## src/rtl/uart_rx_word_packer.sv

```systemverilog
// uart_rx_word_packer
// Packs four received UART bytes (little-endian) into a 32-bit word and
// queues completed words in a small FIFO whose head is presented as a
// registered, first-word fall-through output.
// Optional feature: define UART_RX_TIMEOUT_EN to discard a partial word
// after TIMEOUT_CYCLES idle clocks.
module uart_rx_word_packer #(
  parameter int DEPTH          = 4,
  parameter int TIMEOUT_CYCLES = 104160
) (
  input  logic                       clk,
  input  logic                       rst,
  input  logic [7:0]                 rx_byte,
  input  logic                       rx_byte_valid,
  input  logic                       rd_ack,
  input  logic                       clr_overrun,
  output logic [31:0]                rx_word,
  output logic                       rx_word_valid,
  output logic                       fifo_full,
  output logic [$clog2(DEPTH):0]     fifo_level,
  output logic [1:0]                 byte_idx,
  output logic                       overrun
);

  localparam int PTR_W = $clog2(DEPTH);
  localparam int LVL_W = PTR_W + 1;

  typedef enum logic [1:0] {
    BYTE0 = 2'd0,
    BYTE1 = 2'd1,
    BYTE2 = 2'd2,
    BYTE3 = 2'd3
  } state_t;

  state_t             state_r;
  state_t             state_nxt_s;
  logic [23:0]        partial_r;
  logic [23:0]        partial_nxt_s;
  logic [31:0]        mem_r [DEPTH];
  logic [PTR_W-1:0]   wr_ptr_r;
  logic [PTR_W-1:0]   rd_ptr_r;
  logic [LVL_W-1:0]   level_nxt_s;
  logic [31:0]        head_nxt_s;
  logic [31:0]        push_word_s;
  logic               push_req_s;
  logic               push_s;
  logic               pop_s;
  logic               full_s;
  logic               drop_s;
  logic               timeout_s;

  // The completed word is the incoming fourth byte on top of the three held ones
  assign push_word_s = {rx_byte, partial_r};
  assign push_req_s  = rx_byte_valid && (state_r == BYTE3);
  assign pop_s       = rd_ack && (fifo_level != LVL_W'(0));
  assign full_s      = (fifo_level == LVL_W'(DEPTH));
  // A pop in the same cycle frees the slot, so a push into a full FIFO still succeeds
  assign push_s      = push_req_s && (!full_s || pop_s);
  assign drop_s      = push_req_s && full_s && !pop_s;

`ifdef UART_RX_TIMEOUT_EN
  localparam logic [16:0] TIMEOUT_LAST = 17'(TIMEOUT_CYCLES - 1);

  logic [16:0] idle_cnt_r;

  assign timeout_s = (state_r != BYTE0) && (idle_cnt_r == TIMEOUT_LAST);

  // Idle counter: cleared by any byte, parked in BYTE0, restarts after a timeout
  always_ff @(posedge clk or posedge rst) begin
    if (rst) begin
      idle_cnt_r <= 17'd0;
    end else if (rx_byte_valid || (state_r == BYTE0) || timeout_s) begin
      idle_cnt_r <= 17'd0;
    end else begin
      idle_cnt_r <= idle_cnt_r + 17'd1;
    end
  end
`else
  // No idle timeout: the term is constant false for any legal TIMEOUT_CYCLES
  assign timeout_s = (TIMEOUT_CYCLES < 0);
`endif

  // Packer next state: a byte strobe takes priority over an idle timeout
  always_comb begin
    state_nxt_s   = state_r;
    partial_nxt_s = partial_r;
    if (rx_byte_valid) begin
      case (state_r)
        BYTE0: begin
          partial_nxt_s[7:0] = rx_byte;
          state_nxt_s        = BYTE1;
        end
        BYTE1: begin
          partial_nxt_s[15:8] = rx_byte;
          state_nxt_s         = BYTE2;
        end
        BYTE2: begin
          partial_nxt_s[23:16] = rx_byte;
          state_nxt_s          = BYTE3;
        end
        BYTE3: begin
          partial_nxt_s = 24'd0;
          state_nxt_s   = BYTE0;
        end
        default: begin
          partial_nxt_s = 24'd0;
          state_nxt_s   = BYTE0;
        end
      endcase
    end else if (timeout_s) begin
      partial_nxt_s = 24'd0;
      state_nxt_s   = BYTE0;
    end else begin
      partial_nxt_s = partial_r;
      state_nxt_s   = state_r;
    end
  end

  // FIFO occupancy: simultaneous push and pop leave the level unchanged
  always_comb begin
    level_nxt_s = fifo_level;
    case ({push_s, pop_s})
      2'b10:   level_nxt_s = fifo_level + LVL_W'(1);
      2'b01:   level_nxt_s = fifo_level - LVL_W'(1);
      default: level_nxt_s = fifo_level;
    endcase
  end

  // Next head word: the entry behind the popped one, or the word being pushed
  // when it lands in an empty (or just-emptied) FIFO
  always_comb begin
    head_nxt_s = rx_word;
    if (pop_s) begin
      if (level_nxt_s == LVL_W'(0)) begin
        head_nxt_s = 32'd0;
      end else if (fifo_level == LVL_W'(1)) begin
        head_nxt_s = push_word_s;
      end else begin
        head_nxt_s = mem_r[rd_ptr_r + PTR_W'(1)];
      end
    end else if (push_s && (fifo_level == LVL_W'(0))) begin
      head_nxt_s = push_word_s;
    end else begin
      head_nxt_s = rx_word;
    end
  end

  // FIFO storage: no reset needed, validity is tracked by pointers and level
  always_ff @(posedge clk) begin
    if (push_s) begin
      mem_r[wr_ptr_r] <= push_word_s;
    end
  end

  // Packer state, pointers and all registered outputs
  always_ff @(posedge clk or posedge rst) begin
    if (rst) begin
      state_r       <= BYTE0;
      partial_r     <= 24'd0;
      wr_ptr_r      <= PTR_W'(0);
      rd_ptr_r      <= PTR_W'(0);
      fifo_level    <= LVL_W'(0);
      rx_word       <= 32'd0;
      rx_word_valid <= 1'b0;
      fifo_full     <= 1'b0;
      byte_idx      <= 2'd0;
      overrun       <= 1'b0;
    end else begin
      state_r       <= state_nxt_s;
      partial_r     <= partial_nxt_s;
      byte_idx      <= state_nxt_s;
      fifo_level    <= level_nxt_s;
      rx_word       <= head_nxt_s;
      rx_word_valid <= (level_nxt_s != LVL_W'(0));
      fifo_full     <= (level_nxt_s == LVL_W'(DEPTH));
      if (push_s) begin
        wr_ptr_r <= wr_ptr_r + PTR_W'(1);
      end
      if (pop_s) begin
        rd_ptr_r <= rd_ptr_r + PTR_W'(1);
      end
      // A drop in the same cycle as a clear keeps the flag set
      if (drop_s) begin
        overrun <= 1'b1;
      end else if (clr_overrun) begin
        overrun <= 1'b0;
      end
    end
  end

endmodule

```

## config.mk

```make
export PLATFORM = sky130hd
export DESIGN_NAME = uart_rx_word_packer
export DESIGN_NICKNAME = d
export VERILOG_FILES = /design/src/rtl/uart_rx_word_packer.sv
export SDC_FILE = /design/constraint.sdc
export NUM_CORES = 1
export LEC_CHECK = 0
export CAP_MARGIN = 5
export CORE_MARGIN = 2
export CORE_UTILIZATION = 50
export CTS_BUF_LIST = sky130_fd_sc_hd__clkbuf_2
export CTS_CLUSTER_SIZE = 25
export DETAILED_ROUTE_END_ITERATION = 12
export PLACE_DENSITY = 0.72
export SYNTH_ARGS = -nofsm -noshare
export SYNTH_HDL_FRONTEND = slang
export SYNTH_SLANG_ARGS = --single-unit
```

## constraint.sdc

```tcl
create_clock -name clk -period 2.97 [get_ports clk]
set_clock_uncertainty 0.2 [all_clocks]
set_input_delay 0.594 -clock clk [delete_from_list [all_inputs] [get_ports clk]]
set_output_delay 0.594 -clock clk [all_outputs]
set_load 0.005 [all_outputs]
```

==> results.json, run 1 <==
{
  "vias": 4462,
  "finalPower_w": 0.00886,
  "clock_sinks": 196,
  "clkLatencyLatePin_ps": 770,
  "ys_seq_elements": 196,
  "synthToLayoutAreaGrowth_pct": 18.7,
  "yosys_warnings": 0,
  "gp_congestion": 0.744,
  "routed_wl_mm": 16.2,
  "yosysSeqAreaShare": 0.718,
  "die_w_um": 128,
  "relSlewSlack": 0.467,
  "final.fill_count": 1112,
  "worst_ep_arrival_time_ps": 3370,
  "syn_area_per_cell_um2": 16.6,
  "vias_per_cell": 5.90,
  "ys_types": 35,
  "synth_top_family_by_area": "multiplexers",
  "nets": 581,
  "dpl.hpwl_mm": 9.15,
  "synth.most_common_cell": "edfxtp_1",
  "start_kind": "flip-flop",
  "crit_required_ps": 3420,
  "first_pass_iters": 5,
  "muxShareOfSynthArea": 0.0975,
  "max_freq_ghz": 0.343,
  "period_share": 0.981,
  "clk_pin_slew_ps": 240,
  "dieHeight_um": 128,
  "crit_fanout": 8,
  "crit_path_start": "state_r[1]",
  "die_area_um2": 16500,
  "synth-edff-count": 128,
  "start_util": 0.510,
  "yosys.area_share.adder": 0.0227,
  "pin_count": 53,
  "synth-xor-area-share": 0.00340,
  "worst_slack_ps": 56.4,
  "worstSetupEndpointType": "flip-flop",
  "critPathCapture": "rx_word[7]",
  "root_buffer": "clkbuf_2",
  "worstReg2RegStart": "state_r[1]",
  "grt_max_degree": 33,
  "wl_per_cell_um": 21.4,
  "yosysTopAreaCell": "edfxtp_1",
  "dpl_cell_area_um2": 8740,
  "ys_top_cells_by_area": "edfxtp_1 (50%), dfrtp_1 (22%), mux4_2 (9.3%)",
  "antenna_found_initial": 1,
  "synth_compound_area_frac": 0.0865,
  "holdWs_ps": 199,
  "cts-htree-levels": 4,
  "io_buffers": 52,
  "synth_fp_nets": 492,
  "rows": 45,
  "grt-ovfl-total": 0,
  "rsz0062_at_grt": "yes",
  "rr_endpoint": "rx_word[7]",
  "cts_buffer_depth": 2,
  "finalMaxSlewViolations": 0,
  "ir_worst_vdd_v": 0.000523,
  "final_design_area_no_fill_um2": 9160,
  "setup_viol": 0,
  "finalHoldViolations": 0,
  "drc": 0,
  "synthCells": 465,
  "core_um2": 15100,
  "synth_top_area_frac": 0.498,
  "netlist_area_um2": 7720,
  "ant_nets": 0,
  "pre_cts_ws_ps": -394,
  "r2r_setup_slack_ps": 60,
  "power.density_nw_per_um2": 967,
  "hold_class": "in -> reg",
  "synth_ff_type": "edfxtp_1",
  "synth_common_cells": "edfxtp_1 (128), dfrtp_1 (68), nand2_1 (46)",
  "tightestPinTransition_ps": 794,
  "globalRouteTotalUtil": 0.198,
  "cts_buffers": 17,
  "synth-simple-area-share": 0.0494,
  "post-place-cells": 714,
  "grt_pass1_wl_mm": 24.0,
  "ff2ff_path_depth": 12,
  "drive_above_1_share": 0.233,
  "crit_type": "reg -> reg",
  "maxCapViolations": 0,
  "p_leak_nw": 3.40,
  "grt_pass1_vias": 4437,
  "async_flop_share": 0.347,
  "cts_tree": "yes",
  "final.min_clock_period_ps": 2910,
  "stdcell_count": 756,
  "drt-initial-drc-count": 399,
  "outcome": "completed"
}
-- state kept, by name, summed over array words and instances, names as in the netlist --
signal and count:
rd_ptr_r 2, wr_ptr_r 2, fifo_full 1, mem_r 128, partial_r 24, rx_word 32
overrun 1, rx_word_valid 1, state_r 2, fifo_level 3
-- worst min path at each step --
stage | from | end | depth (start not counted)
6_report | clr_overrun | overrun | 2
5_1_grt | clr_overrun | overrun | 2
4_1_cts | clr_overrun | overrun | 2
3_5_place_dp | rx_word[20] | rx_word[20] | 2
3_3_place_gp | rx_word[18] | rx_word[18] | 2
2_1_floorplan | rx_word[29] | rx_word[29] | 2
-- layout by cell type (no fill, tap or decap), types with 4 or more instances in the layout --
master | Yosys | routed
o21ai_1 | 11 | 26
edfxtp_1 | 128 | 128
nand2b_1 | 9 | 9
clkdlybuf4s50_1 | 0 | 52
clkbuf_2 | 0 | 18
o21ai_0 | 36 | 15
nor2_1 | 7 | 5
dfrtp_1 | 68 | 66
mux4_2 | 32 | 32
inv_1 | 12 | 8
and3_1 | 4 | 4
buf_4 | 1 | 29
o21ai_2 | 1 | 7
a22oi_1 | 32 | 32
nand2_1 | 46 | 46
ha_1 | 14 | 11
buf_12 | 0 | 8
a22o_1 | 16 | 16
clkinvlp_4 | 0 | 6
inv_2 | 0 | 4
-- where the power goes --
| part | internal (W) | total, W | switching, W |
|---|---|---|---|
| Sequential | 0.00367 | 0.00416 | 0.000493 |
| Combinational | 0.00181 | 0.00336 | 0.00155 |
| Clock | 0.000464 | 0.00134 | 0.000874 |
| Total | 0.00594 | 0.00886 | 0.00292 |
-- critical path, stage by stage, from the launching register on --
cell and delay [ps]:
dfrtp_1 460, ha_2 200, and2_4 140, and2_4 140, inv_2 40, ha_4 270, nor2_4 30, mux2_4 240
a222oi_1 410, nor3b_4 290, buf_6 160, buf_12 150, o21ai_1 80
-- per-stage QoR --
| step | setup TNS, ps | utilization |
|---|---|---|
| 4_1_cts | 0 | 0.594 |
| 5_1_grt | -1490 | 0.605 |
| 6_report | 0 | 0.605 |
| 2_1_floorplan | -5800 | - |
| 3_3_place_gp | -10490 | 0.577 |
| 3_5_place_dp | -11920 | 0.577 |
-- per-layer routing --
metal | routed length [um] | GRT usage
met1 | 6780 | 0.265
met4 | 248 | 0.0705
met2 | 8120 | 0.320
met5 | 0 | 0
met3 | 1010 | 0.0518
-- logic make-up after synthesis --
logic type | after synthesis
AO/OA/AOI/OAI | 102
XOR/XNOR | 3
adder cells (fa/ha/maj) | 14
buffers and inverters | 37
flip-flops | 196
multiplexers | 35
AND/OR/NAND/NOR | 78
-- layout make-up --
class                           instances  area (um^2)  share of cell area
Timing Repair Buffer                   95          992               0.108
Inverter                               12         45.0             0.00492
Clock inverter                         14          163              0.0177
Sequential cell                       196         5550               0.605
Clock buffer                           18         90.1             0.00983
Tap cell                              188          235              0.0257
Antenna cell                            1         2.50            0.000273
Multi-Input combinational cell        232         2090               0.228
-- what timing repair did --
item	4_1_cts	5_1_grt
resized for setup	0	17
setup buffers	0	5
hold buffers	1	0
endpoints found under the hold margin	14	0
setup endpoints to repair	0	32
Power figures use the tool's default switching activity.
==> run 2, diff against run 1 <==
--- a/config.mk
+++ b/config.mk
@@ -6,6 +6,7 @@
 export NUM_CORES = 1
 export LEC_CHECK = 0
 export CAP_MARGIN = 5
+export CORE_ASPECT_RATIO = 1.4
 export CORE_MARGIN = 2
 export CORE_UTILIZATION = 50
 export CTS_BUF_LIST = sky130_fd_sc_hd__clkbuf_2
==> run 2 against run 1 <==
Compared with the run above:
- sequential cell count unchanged
- die area about the same
- global-route usage up 1.4 points
- critical path depth unchanged
- hold slack worse by 9.7 ps
- count of clock-buffer cells in the layout down 1
- core utilization up 0.96 points
- power up 1.5%
- sequential share of layout area down 0.58 points
- via count up 0.40%
- largest cell class unchanged
==> results.json, run 2 (same netlist as run 1, synthesis figures left out) <==
{
  "crit_family": "simple AND/OR/NAND/NOR gates",
  "outcome": "completed",
  "p_int_w": 0.00592,
  "final_common_cell": "edfxtp_1",
  "die_w_um": 109,
  "ff2ff_path_depth": 12,
  "rr_endpoint": "rx_word[22]",
  "max_freq_ghz": 0.343,
  "core_um2": 15100,
  "antenna_found_initial": 1,
  "globalRouteTotalUtil": 0.212,
  "crit_required_ps": 3450,
  "vias_per_cell": 5.87,
  "clockPowerShare": 0.144,
  "cpMostUsedCell": "ha_4",
  "drt-initial-drc-count": 343,
  "cts_tree": "yes",
  "path_buf_inv": 3,
  "p_leak_nw": 3.45,
  "root_buffer": "clkbuf_2",
  "crit_type": "reg -> reg",
  "layout_common_cells": "edfxtp_1 (128), dfrtp_1 (66), clkdlybuf4s50_1 (52)",
  "rsz0062_at_grt": "yes",
  "cts_buffers": 17,
  "start_util": 0.513,
  "cp_slowest_cell": "dfrtp_1",
  "final_design_area_no_fill_um2": 9250,
  "start_kind": "flip-flop",
  "die_area_um2": 16500,
  "rows": 53,
  "ir_worst_vdd_v": 0.000619,
  "tightestPinTransition_ps": 729,
  "clk_pin_slew_ps": 280,
  "r2r_setup_slack_ps": 60,
  "drc": 0,
  "finalPower_w": 0.00899,
  "io_buffers": 52,
  "synthToLayoutAreaGrowth_pct": 19.8,
  "dieHeight_um": 151,
  "power.density_nw_per_um2": 972,
  "critPathCapture": "rx_word[22]",
  "relSlewSlack": 0.511,
  "ant_nets": 0,
  "critPathMaxStageDelay_ps": 440,
  "grt-busiest-layer": "met2",
  "vias": 4480,
  "clkLatencyLatePin_ps": 740,
  "gp_congestion": 0.763,
  "cts_buffer_depth": 2,
  "nets": 584,
  "crit_cells": 12,
  "hold_class": "in -> reg",
  "grt-ovfl-total": 0,
  "first_pass_iters": 5,
  "hold_path.startpoint": "clr_overrun",
  "worstReg2RegStart": "fifo_level[1]",
  "worst_ep_arrival_time_ps": 3390,
  "final.min_clock_period_ps": 2910,
  "final.fill_count": 1072,
  "finalMaxSlewViolations": 0,
  "crit_path_start": "fifo_level[1]",
  "use_met3": 0.0448,
  "met2_usage": 0.362,
  "worstSetupEndpointType": "flip-flop",
  "dpl.hpwl_mm": 9.38,
  "grt_util_met1": 0.259,
  "p_sw_frac": 0.341,
  "period_share": 0.981,
  "grt_pass1_wl_mm": 25.4,
  "p_seq_frac": 0.459,
  "routed_wl_mm": 16.5,
  "finalHoldViolations": 0,
  "crit_fanout": 8,
  "setup_viol": 0,
  "pin_count": 53,
  "largest_reg_flops": 128,
  "cts-htree-levels": 4,
  "p_sw_w": 0.00307,
  "share_comb_of_total_power": 0.397,
  "drive_above_1_share": 0.254,
  "reg_top3": "mem_r x128, rx_word x32, partial_r x24",
  "clock_sinks": 196,
  "grt_max_degree": 69,
  "regMostFlops": "mem_r",
  "crit_chain": "inv_1 > ha_4 > and2b_1 > nor2b_2 > ha_4 > nor2_4 > mux2_4 > a222oi_1 > nor3b_4 > buf_12 > clkbuf_16 > o21ai_1",
  "wl_per_cell_um": 21.6,
  "grt_pass1_vias": 4639,
  "dpl_cell_area_um2": 8750,
  "maxCapViolations": 0
}
run 2: cell types whose count changed in the layout (fill, tap and decap cells not counted), moves of 3 or more:
| cell | change |
|---|---|
| clkinvlp_4 | -4 |
| o21ai_2 | +10 |
| inv_2 | -3 |
| o21ai_1 | -10 |
| buf_4 | +4 |
| inv_8 | +4 |
| buf_6 | -3 |
run 2: cell type report:
class | count | area, um^2 | area share
flip-flops and latches | 196 | 5550 | 0.600
multi-input cells | 232 | 2130 | 0.230
repair buffers | 98 | 1030 | 0.111
well taps | 192 | 240 | 0.0260
clock inverters | 15 | 168 | 0.0181
clock buffers | 17 | 85.1 | 0.00920
inverters | 12 | 50.0 | 0.00541
diodes | 1 | 2.50 | 0.000270
run 2: repair_timing:
item	CTS	global route
buffers inserted	5	3
endpoints found under the hold margin	37	0
resized for setup	7	21
pin swaps	2	14
setup endpoints to repair	15	32
hold buffers	1	0
cloned	2	1
run 2: worst reg2reg max path, delay by kind of cell, from the launching register on:
kind,cells,cell delay [ps]
AND/OR/NAND/NOR,4,570
buffers and inverters,3,480
AO/OA/AOI/OAI,2,470
adder cells (fa/ha/maj),2,460
flip-flops,1,440
multiplexers,1,250
run 2: routing by layer:
metal / wire, um / vias up
li1: - / 1974
met1: 6240 / 2306
met2: 8770 / 171
met3: 973 / 29
met4: 494 / 0
met5: 0 / -
run 2: worst min-delay path by stage:
stage	cells past startpoint	slack [ps]	endpoint
floorplan	2	270	rx_word[29]
global placement	2	270	rx_word[23]
detailed placement	2	280	rx_word[6]
CTS	2	140	overrun
global route	2	130	overrun
finish	2	190	overrun
run 2: power groups by stage:
| stage | logic (W) | registers, W | clock network, W |
|---|---|---|---|
| detailed placement | 0.00318 | 0.00420 | 0 |
| global placement | 0.00311 | 0.00414 | 0 |
| global route | 0.00388 | 0.00421 | 0.00143 |
| finish | 0.00357 | 0.00413 | 0.00129 |
| CTS | 0.00342 | 0.00413 | 0.00133 |
| floorplan | 0.00188 | 0.00407 | 0 |
run 2: metrics by stage:
step	instances	setup TNS [ps]	worst slack [ps]	utilization	hold WS (ps)
3_3_place_gp	719	-10160	-343	0.581	267
4_1_cts	759	0	13.4	0.609	144
6_report	763	0	55.6	0.615	189
3_5_place_dp	719	-13150	-438	0.581	275
2_1_floorplan	465	-5800	-188	-	273
5_1_grt	763	-1130	-49.4	0.615	133
